===== src/rtl/usb_data_fifo_arbiter.sv =====
// usb_data_fifo_arbiter
//
// Shares the single USB data FIFO write port between two source FIFOs.
// src0 is the S-curve data FIFO. src1 is the second acquisition data FIFO.
//
// Grants alternate round-robin and are limited to BURST_MAX words, so a
// source that streams continuously cannot starve the other one. Every word
// read from a source passes through a one-word holding register. While the
// USB FIFO is full, that register keeps its word, so no word is ever lost
// or written twice.
//
// Optional feature, macro USB_ARB_HEADER_EN:
//   Each burst is preceded by a tag word, 16'hFA00 | source_id.
//
// Ports:
//   Clk                   system clock, rising edge
//   reset_n               asynchronous active-low reset
//   arb_enable            while low, no new grant is issued
//   src0_fifo_empty       src0 FIFO empty flag
//   src0_fifo_rd_en       src0 FIFO read strobe
//   src0_fifo_dout        src0 read data, valid 1 cycle after rd_en
//   src1_fifo_empty       src1 FIFO empty flag
//   src1_fifo_rd_en       src1 FIFO read strobe
//   src1_fifo_dout        src1 read data, valid 1 cycle after rd_en
//   usb_data_fifo_full    USB FIFO full flag
//   usb_data_fifo_wr_en   USB FIFO write strobe
//   usb_data_fifo_wr_din  USB FIFO write data
//   grant                 one-hot current owner, {src1, src0}
//   arb_busy              high whenever the arbiter is not idle
module usb_data_fifo_arbiter #(
    parameter int BURST_MAX = 16,
    parameter int DATA_W    = 16
) (
    input  logic              Clk,
    input  logic              reset_n,
    input  logic              arb_enable,
    input  logic              src0_fifo_empty,
    output logic              src0_fifo_rd_en,
    input  logic [DATA_W-1:0] src0_fifo_dout,
    input  logic              src1_fifo_empty,
    output logic              src1_fifo_rd_en,
    input  logic [DATA_W-1:0] src1_fifo_dout,
    input  logic              usb_data_fifo_full,
    output logic              usb_data_fifo_wr_en,
    output logic [DATA_W-1:0] usb_data_fifo_wr_din,
    output logic [1:0]        grant,
    output logic              arb_busy
);

    typedef enum logic [1:0] {
        IDLE,
`ifdef USB_ARB_HEADER_EN
        HDR,
`endif
        BURST,
        DRAIN
    } state_t;

    state_t            state;
    state_t            state_next;
    logic [1:0]        grant_q;
    logic              last_grant;     // 1 = src1 owned the previous burst
    logic [7:0]        count;
    logic              hold_valid;
    logic [DATA_W-1:0] hold_data;
    logic              rd_pending;

    logic              grant_set;
    logic              pick_src1;
    logic              drain_done;
`ifdef USB_ARB_HEADER_EN
    logic              hdr_load;
    localparam logic [DATA_W-1:0] TAG_BASE = DATA_W'(16'hFA00);
`endif

    logic              sel_empty;
    logic [DATA_W-1:0] sel_dout;
    logic              hold_free;
    logic              capture;
    logic [8:0]        words_claimed;
    logic              rd_ok;

    // The source FIFO keeps dout stable until its next read. A read that is
    // still in flight can therefore wait in the source until the holding
    // register frees up. A new read is issued only in a cycle where the
    // in-flight word is captured. words_claimed also counts the in-flight
    // word, so the burst never reads more than BURST_MAX words.
    assign sel_empty     = grant_q[1] ? src1_fifo_empty : src0_fifo_empty;
    assign sel_dout      = grant_q[1] ? src1_fifo_dout  : src0_fifo_dout;
    assign hold_free     = !hold_valid || usb_data_fifo_wr_en;
    assign capture       = rd_pending && hold_free;
    assign words_claimed = {1'b0, count} + {8'd0, rd_pending};
    assign rd_ok         = (state == BURST) && !sel_empty && hold_free &&
                           (words_claimed < 9'(BURST_MAX));

    assign src0_fifo_rd_en      = rd_ok && grant_q[0];
    assign src1_fifo_rd_en      = rd_ok && grant_q[1];
    assign usb_data_fifo_wr_en  = hold_valid && !usb_data_fifo_full;
    assign usb_data_fifo_wr_din = hold_data;
    assign grant                = grant_q;
    assign arb_busy             = (state != IDLE);

    always_ff @(posedge Clk or negedge reset_n) begin
        if (!reset_n) begin
            state <= IDLE;
        end else begin
            state <= state_next;
        end
    end

    // When both sources are non-empty, the source that did not own the
    // previous burst wins. The burst ends at BURST_MAX captured words, when
    // the source runs dry with nothing in flight, or when arb_enable drops.
    // DRAIN lets any in-flight word and the held word reach the USB FIFO
    // before the grant is released.
    always_comb begin
        state_next = state;
        grant_set  = 1'b0;
        pick_src1  = 1'b0;
        drain_done = 1'b0;
`ifdef USB_ARB_HEADER_EN
        hdr_load   = 1'b0;
`endif
        case (state)
            IDLE: begin
                if (arb_enable && (!src0_fifo_empty || !src1_fifo_empty)) begin
                    grant_set = 1'b1;
                    pick_src1 = (!src0_fifo_empty && !src1_fifo_empty) ?
                                !last_grant : src0_fifo_empty;
`ifdef USB_ARB_HEADER_EN
                    state_next = HDR;
`else
                    state_next = BURST;
`endif
                end
            end
`ifdef USB_ARB_HEADER_EN
            HDR: begin
                hdr_load   = 1'b1;
                state_next = BURST;
            end
`endif
            BURST: begin
                if ((count == 8'(BURST_MAX)) || (sel_empty && !rd_pending) ||
                    !arb_enable) begin
                    state_next = DRAIN;
                end
            end
            DRAIN: begin
                if (!hold_valid && !rd_pending) begin
                    drain_done = 1'b1;
                    state_next = IDLE;
                end
            end
            default: state_next = IDLE;
        endcase
    end

    // Grant, burst count and holding register. A capture in the same cycle
    // as a USB write reloads the register, so hold_valid stays set.
    always_ff @(posedge Clk or negedge reset_n) begin
        if (!reset_n) begin
            grant_q    <= 2'b00;
            last_grant <= 1'b1;
            count      <= 8'd0;
            hold_valid <= 1'b0;
            hold_data  <= '0;
            rd_pending <= 1'b0;
        end else begin
            if (grant_set) begin
                grant_q <= pick_src1 ? 2'b10 : 2'b01;
            end else if (drain_done) begin
                grant_q    <= 2'b00;
                last_grant <= grant_q[1];
            end

            if (drain_done) begin
                count <= 8'd0;
            end else if (capture) begin
                count <= count + 8'd1;
            end

            rd_pending <= rd_ok || (rd_pending && !capture);

            if (capture) begin
                hold_valid <= 1'b1;
                hold_data  <= sel_dout;
            end
`ifdef USB_ARB_HEADER_EN
            else if (hdr_load) begin
                hold_valid <= 1'b1;
                hold_data  <= TAG_BASE | DATA_W'(grant_q[1]);
            end
`endif
            else if (usb_data_fifo_wr_en) begin
                hold_valid <= 1'b0;
            end
        end
    end

endmodule


===== config.mk =====
export PLATFORM = sky130hd
export DESIGN_NAME = usb_data_fifo_arbiter
export DESIGN_NICKNAME = d
export VERILOG_FILES = /design/src/rtl/usb_data_fifo_arbiter.sv
export SDC_FILE = /design/constraint.sdc
export NUM_CORES = 1
export LEC_CHECK = 0
export CORE_AREA = 2 2 61 63
export DETAILED_ROUTE_END_ITERATION = 10
export DIE_AREA = 0 0 63 65
export PLACE_DENSITY = 0.91
export SETUP_SLACK_MARGIN = 0.3
export SLEW_MARGIN = 30
export SYNTH_ARGS = -nofsm -noshare
export SYNTH_HDL_FRONTEND = slang
export SYNTH_SLANG_ARGS = --single-unit

===== constraint.sdc =====
create_clock -name Clk -period 3.8 [get_ports Clk]
set_input_delay 0.95 -clock Clk [delete_from_list [all_inputs] [get_ports Clk]]
set_output_delay 0.95 -clock Clk [all_outputs]
set_load 0.02 [all_outputs]

**Word level (Yosys, flattened, before mapping)**

Cells that the tools add are included.

- Bits in registers: 31
- Input port bits: 38
- Output and inout bits: 22
- Word-level logic and storage cells: 70

- Add/sub/neg operators: 2
- Order comparisons: 1
- Equality and inequality tests: 6
- Mux-type cells: 20
- Bitwise operators: 1
- Reduce and logical (&&, ||, !) cells: 33

Operators with widths:

| cell | number |
|---|---|
| $mux 16 | 1 |
| $mux 8 | 2 |
| $logic_and 1x1->1 | 12 |
| $mux 2 | 6 |
| $mux 1 | 10 |
| $add 8x1->9 | 1 |
| $logic_not 1->1 | 9 |
| $lt 9x5->1 const B | 1 |
| $add 8x1->8 const B | 1 |
| $eq 8x5->1 const B | 1 |
| $reduce_bool 2->1 | 4 |
| $pmux 2 s3 | 1 |
| $logic_or 1x1->1 | 5 |
| $ne 2x2->1 const B | 2 |
| $reduce_and 3->1 | 1 |
| $eq 2x1->1 const B | 1 |
| $eq 2x2->1 const B | 1 |
| $logic_not 2->1 | 1 |
| $ne 2x1->1 const B | 1 |
| $reduce_and 2->1 | 1 |
| $not 1->1 | 1 |

**Longest topological paths before layout**

Gate-level depths: netlist of run 1.

- Depth after elaboration: 7
- Depth in mapped cells: 6
- Gate-level depth less buffers: 5

**Worst setup path after synthesis of run 1**

OpenSTA, ideal clock, no wires.

- Path kind: in2out
- Start point: in usb_data_fifo_full
- End point: out src0_fifo_rd_en
- Arrival: 1.951 ns
- Data required time: 2.850 ns
- Path slack: 0.899 ns
- Stages: 3
- Buffers on the path: 0
- Path through: and2_1 -> or3_1 -> nor3_1

- Word-level cells in the longest chain between the ends: 6

Ends and longest elaborated chain:

| element | line | RTL |
|---|---|---|
| start, declared | 43 | `input logic usb_data_fifo_full,` |
| $logic_not 1->1 | 98 | `assign usb_data_fifo_wr_en = hold_valid && !usb_data_fifo_full;` |
| $logic_and 1x1->1 | 98 |  |
| $logic_or 1x1->1 | 90 | `assign hold_free = !hold_valid \|\| usb_data_fifo_wr_en;` |
| $logic_and 1x1->1 (2 in series) | 93 | `assign rd_ok = (state == BURST) && !sel_empty && hold_free &&` |
| $logic_and 1x1->1 | 96 | `assign src0_fifo_rd_en = rd_ok && grant_q[0];` |
| end, declared | 38 | `output logic src0_fifo_rd_en,` |

Every way passes these cells.

**Final worst setup path of run 1**

- Start point: in usb_data_fifo_full
- End point: out src1_fifo_rd_en

- Word-level cells in the longest chain between the ends: 6

Ends and longest elaborated chain:

| element | line | RTL |
|---|---|---|
| $logic_not 1->1 | 98 |  |
| $logic_and 1x1->1 | 98 |  |
| $logic_or 1x1->1 | 90 |  |
| $logic_and 1x1->1 (2 in series) | 93 |  |
| $logic_and 1x1->1 | 97 | `assign src1_fifo_rd_en = rd_ok && grant_q[1];` |
| end, declared | 41 | `output logic src1_fifo_rd_en,` |

Every way passes these cells.

==> qor.txt, run 1 <==
Setup Viol. Count Final: 0
First-pass GRT wire length: 5980 µm
Post-Route WL: 3460 µm
Yosys reg bits: 31
Mean routed wirelength per cell: 13.1 µm
P&R area growth vs syn: 42.7%
Relative slew slack: 46.2%
CTS Buf Count: 5
RSZ-0062 raised after global routing: false
Fillcell total: 319
Starting Density: 44.9%
Sw Ratio: 39.7%
CTS tree: built
Unique masters post-synth: 37
Largest net degree at the start of global routing: 39
Crit path launch type: input port
Combinational power share: 51.0%
Net switching power figure: 588 µW
Remaining DRCs: 0
Maximum vdd ir drop: 310 µV
Total grt overflow: 0
Clk pwr share: 11.9%
Overall routing resource usage: 18.9%
Pins Over Slew Limit: 0
Synthesized area per cell: 10.2 µm²
Initial drt markers: 57
Clock buffer depth: 2
Slew @ Worst Pin: 0.795 ns
Initial antenna violation count: 0
Clk root buf: clkbuf_4
Core Area: 3500 µm²
Sequential area share after synthesis: 49.5%
FMAX: 0.296 GHz
Crit Path Class: input port to output port
Clk slew on worst S/H paths: 0.09 ns
Syn Nets: 194
Die height: 65 µm
Leakage: 0.00101 µW
Hold Vio Cnt, Final: 0
Sink Count: 31
Drt first pass iters: 4
Hold_buf cts: 0
Sequential group share of total power: 37.1%
Post-synth EDFFs: 0
Primary FF master, synth: dfrtp_1
Hold Slack: 0.477 ns
Layout cells sized above 1: 6.48%
Die area: 4100 µm²
Setup crit end kind: output port
Power per Cell Area: 661 nW/µm²
Nets@finish: 255
Diodes inserted: 0
H-tree Lvls: 2
Top-Level Pins: 60
Port bufs: 59
CP max FO: 3
Final Instance Area: 2240 µm²
Worst Path Required: 2.85 ns
Crit path DAT: 2.43 ns
Via count: 1325
Clk Latency, worst-skew pair: 0.32 ns
Max Cap Violations: 0
Placed insts: 256
Fin cells: 264
Detail Route Antenna Nets: 0
Dpl hpwl: 2620 µm
Post-synthesis async set-or-reset flop share: 100%
Fin Setup TNS: 0 ns
Placed Area: 2190 µm²
Cells after Synth: 154
# rows: 22
Final period util: 88.9%
Pint: 894 µW
Layout Skew: 0.00988 ns
RePlAce Congestion: 0.904
Vias per cell: 5.02
Ys Warns: 0
Cell Area, Synth: 1570 µm²
Die width: 63 µm
Number of global-route vias before repair: 1332
Tmin final: 3.38 ns
Hold crit path type: flip-flop to flip-flop
Outcome: finished, final reports clean
power by group through the flow:
stage	sequential [µW]	clock [µW]	combinational, µW
floorplan	643	0	372
detailed placement	557	0	770
global placement	550	0	751
global route	571	204	819
finish	550	176	756
CTS	551	186	768
critical path, stage by stage:
cell             delay (ns)
clkdlybuf4s50_1        0.41
and2_1                 0.19
or3_1                  0.35
nor3_1                 0.18
dlygate4sd2_1          0.35
registers in the layout, indices dropped and copies added, names as in the netlist:
| register | flops |
|---|---|
| hold_valid | 1 |
| rd_pending | 1 |
| count | 8 |
| last_grant | 1 |
| usb_data_fifo_wr_din | 16 |
| grant | 2 |
| state | 2 |
worst paths after layout:
kind                               startpoint                       to  slack, ns  cells past startpoint
max reg2reg                        hold_valid                 grant[1]       2.15                      3
min                                last_grant               last_grant       0.48                      2
max in group asynchronous             reset_n               last_grant       2.47                      2
max                        usb_data_fifo_full          src1_fifo_rd_en       0.42                      5
min in group asynchronous             reset_n  usb_data_fifo_wr_din[2]       1.02                      2
min reg2reg                        last_grant               last_grant       0.48                      2
Yosys cell counts, types with 2 or more instances:
cell | number | area share [%]
dfrtp_1 | 30 | 48
nand2_1 | 28 | 6.7
mux2i_1 | 22 | 14
o21ai_0 | 14 | 4.5
inv_1 | 6 | 1.4
o21ai_1 | 5 | 1.6
buf_2 | 4 | 1.3
a21oi_1 | 3 | 0.96
nand2b_1 | 3 | 1.2
nand3_1 | 3 | 0.96
nor3_1 | 3 | 0.96
buf_6 | 2 | 1.4
clkbuf_1 | 2 | 0.48
ha_1 | 2 | 1.6
nor2b_1 | 2 | 0.80
nor4b_1 | 2 | 1.1
o2bb2ai_1 | 2 | 1.1
or3_1 | 2 | 0.80
logic make-up (layout without fill, tap and decap cells):
family | after synthesis | in the layout | share of synthesized area, %
adder cells (fa/ha/maj) | 2 | 2 | 1.59
flip-flops | 31 | 31 | 49.5
AND/OR/NAND/NOR | 51 | 51 | 16.2
multiplexers | 23 | 23 | 14.7
buffers and inverters | 14 | 76 | 4.62
AO/OA/AOI/OAI | 33 | 33 | 13.4
metal layers:
metal / routed length (µm) / GRT usage [%] / vias up
met3: 143 / 4.69 / 6
met1: 1460 / 21.9 / 614
met5: 0 / 0 / -
met2: 1790 / 32.2 / 43
met4: 64 / 10.0 / 0
li1: - / - / 662
cell type report:
type / instances / area (µm²) / share of cell area [%]
Clock buffer: 7 / 45.0 / 2.01
Sequential cell: 31 / 777 / 34.7
Timing Repair Buffer: 62 / 611 / 27.2
Inverter: 6 / 22.5 / 1.01
Clock inverter: 1 / 5.00 / 0.223
Multi-Input combinational cell: 109 / 721 / 32.2
Tap cell: 48 / 60.1 / 2.68
stage by stage:
stage	util, %	power [µW]	setup slack, ns
floorplan	-	1010	0.899
global placement	62.7	1300	0.169
detailed placement	62.7	1330	0.122
CTS	64.1	1500	0.406
global route	64.1	1590	0.329
finish	64.1	1480	0.422
placed cells by master (no fill, tap or decap), types with 3 or more instances in the layout:
master and n:
a21oi_1 3, buf_4 3, clkbuf_4 5, clkdlybuf4s50_1 57, dfrtp_1 30, inv_1 6, mux2i_1 22, nand2_1 28
nand2b_1 3, nand3_1 3, nor3_1 3, o21ai_0 14, o21ai_1 5
what timing repair did:
item                                    4_1_cts  5_1_grt
buffers inserted                              0        0
endpoints found under the setup margin        2        0
resized for setup                             2        0
No activity file was read; power rests on OpenSTA's default activity.
==> run 2: changes to the inputs <==
Settings changed: PLACE_DENSITY 0.91 to 0.83.
==> qor.txt, run 2 (synthesis gave the netlist of run 1 again) <==
Crit path launch type: input port
Die width: 63 µm (unchanged)
Initial antenna violation count: 0 (unchanged)
Critical Path Source: usb_data_fifo_full
Remaining DRCs: 0 (unchanged)
Via count: 1335 (+0.75%)
Nets@finish: 255 (unchanged)
Clock buffer depth: 2 (unchanged)
Core Area: 3500 µm² (unchanged)
Hold Slack: 0.474 ns (-0.00285 ns)
Power per Cell Area: 693 nW/µm² (+4.8%)
Most frequent cells in the layout: clkdlybuf4s50_1, dfrtp_1, nand2_1, mux2i_1, o21ai_0
Layout cells sized above 1: 7.41% (+0.93 points)
Placed insts: 256 (unchanged)
Final Power: 1580 µW (+6.5%)
Crit path DAT: 2.47 ns (+0.04 ns)
Final period util: 90.1% (+1.2 points)
Diodes inserted: 0 (unchanged)
Hold_buf cts: 0 (unchanged)
Post-Route WL: 3460 µm (about the same)
Outcome: finished, final reports clean
Setup crit end kind: output port
Fin Setup TNS: 0 ns (unchanged)
Setup Viol. Count Final: 0 (unchanged)
Worst Path Required: 2.85 ns (about the same)
Reg2reg path depth: 3 (unchanged)
Hold crit path type: flip-flop to flip-flop
Leakage: 0.00103 µW (+1.9%)
Vias per cell: 5.06 (+0.75%)
RSZ-0062 raised after global routing: false
Relative slew slack: 45.9% (-0.29 points)
Crit Path Class: input port to output port
Dpl hpwl: 2580 µm (-1.3%)
Clk slew on worst S/H paths: 0.10 ns (about the same)
Initial drt markers: 77 (+35%)
Die area: 4100 µm² (unchanged)
Tmin final: 3.42 ns (+0.0447 ns)
First-pass GRT wire length: 5760 µm (-3.6%)
H-tree Lvls: 2 (unchanged)
# rows: 22 (unchanged)
Area of the multi-input gates: 721 µm² (unchanged)
Overall routing resource usage: 18.1% (-0.77 points)
Die height: 65 µm (unchanged)
Top-Level Pins: 60 (unchanged)
Port bufs: 59 (unchanged)
Total grt overflow: 0 (unchanged)
Layout Skew: 0.0154 ns (+0.00552 ns)
Crit path capture: src0_fifo_rd_en
Max FFs per register: 16 (unchanged)
CP max FO: 3 (unchanged)
Detail Route Antenna Nets: 0 (unchanged)
Reg2reg setup slack: 2.14 ns (about the same)
Final Instance Area: 2280 µm² (+1.6%)
Mean routed wirelength per cell: 13.1 µm (about the same)
Worst R2R End: grant[1]
Drt first pass iters: 4 (unchanged)
Hold Path Cell Cnt: 2 (unchanged)
Clk Latency, worst-skew pair: 0.33 ns (about the same)
FMAX: 0.292 GHz (-1.3%)
Slew @ Worst Pin: 0.800 ns (+0.00432 ns)
Starting Density: 44.9% (unchanged)
Fillcell total: 295 (-7.5%)
Hold Vio Cnt, Final: 0 (unchanged)
Register Area: 777 µm² (unchanged)
Fin cells: 264 (unchanged)
RePlAce Congestion: 0.878 (-2.9%)
R2r startpoint: hold_valid
Placed Area: 2190 µm² (unchanged)
Maximum vdd ir drop: 360 µV (+16%)
Most common cell after layout, fill and taps aside: clkdlybuf4s50_1
P&R area growth vs syn: 45.0%
Clk root buf: clkbuf_4
Max Cap Violations: 0 (unchanged)
CTS Buf Count: 5 (unchanged)
CTS tree: built
Pins Over Slew Limit: 0 (unchanged)
Number of global-route vias before repair: 1247 (-6.4%)
Sink Count: 31 (unchanged)
Largest net degree at the start of global routing: 39 (unchanged)
## run 2: area by class of cell
type	instances	share of cell area [%]
well taps	48	2.64
multi-input cells	109	31.6
clock inverters	2	1.54
flip-flops and latches	31	34.1
inverters	6	0.989
repair buffers	62	26.8
clock buffers	6	2.25
## run 2: worst max-delay path, cell delays in order
cell and delay, ns:
clkdlybuf4s50_1 0.42, and2_1 0.18, or3_1 0.35, nor3_1 0.21
dlygate4sd2_1 0.36
## run 2: report_power, final
group	total [µW]	internal [µW]	switching (µW)	leakage [µW]
clock	271	155	116	0.0000482
combinational	759	366	394	0.000584
sequential	547	457	90.3	0.000399
## run 2: how the worst min path moves through the flow
stage,start,endpoint
CTS,last_grant,last_grant
detailed placement,last_grant,last_grant
finish,last_grant,last_grant
floorplan,last_grant,last_grant
global route,last_grant,last_grant
global placement,last_grant,last_grant
## run 2: metrics by stage
step,util [%],setup slack (ns)
global placement,62.7,0.101
global route,65.1,0.311
CTS,65.1,0.381
finish,65.1,0.377
detailed placement,62.7,0.0831
floorplan,-,0.899
## run 2: routing by layer
| metal | vias up | track usage, % | wire length, µm |
|---|---|---|---|
| li1 | 666 | - | - |
| met1 | 631 | 21.0 | 1450 |
| met2 | 34 | 31.8 | 1830 |
| met3 | 4 | 5.56 | 153 |
| met4 | 0 | 6.11 | 37 |
| met5 | - | 0 | 0 |
## run 2: repair_timing
item | in CTS | in global routing
gates resized for setup | 2 | 0
buffers inserted | 0 | 0
endpoints found under the setup margin | 2 | 0
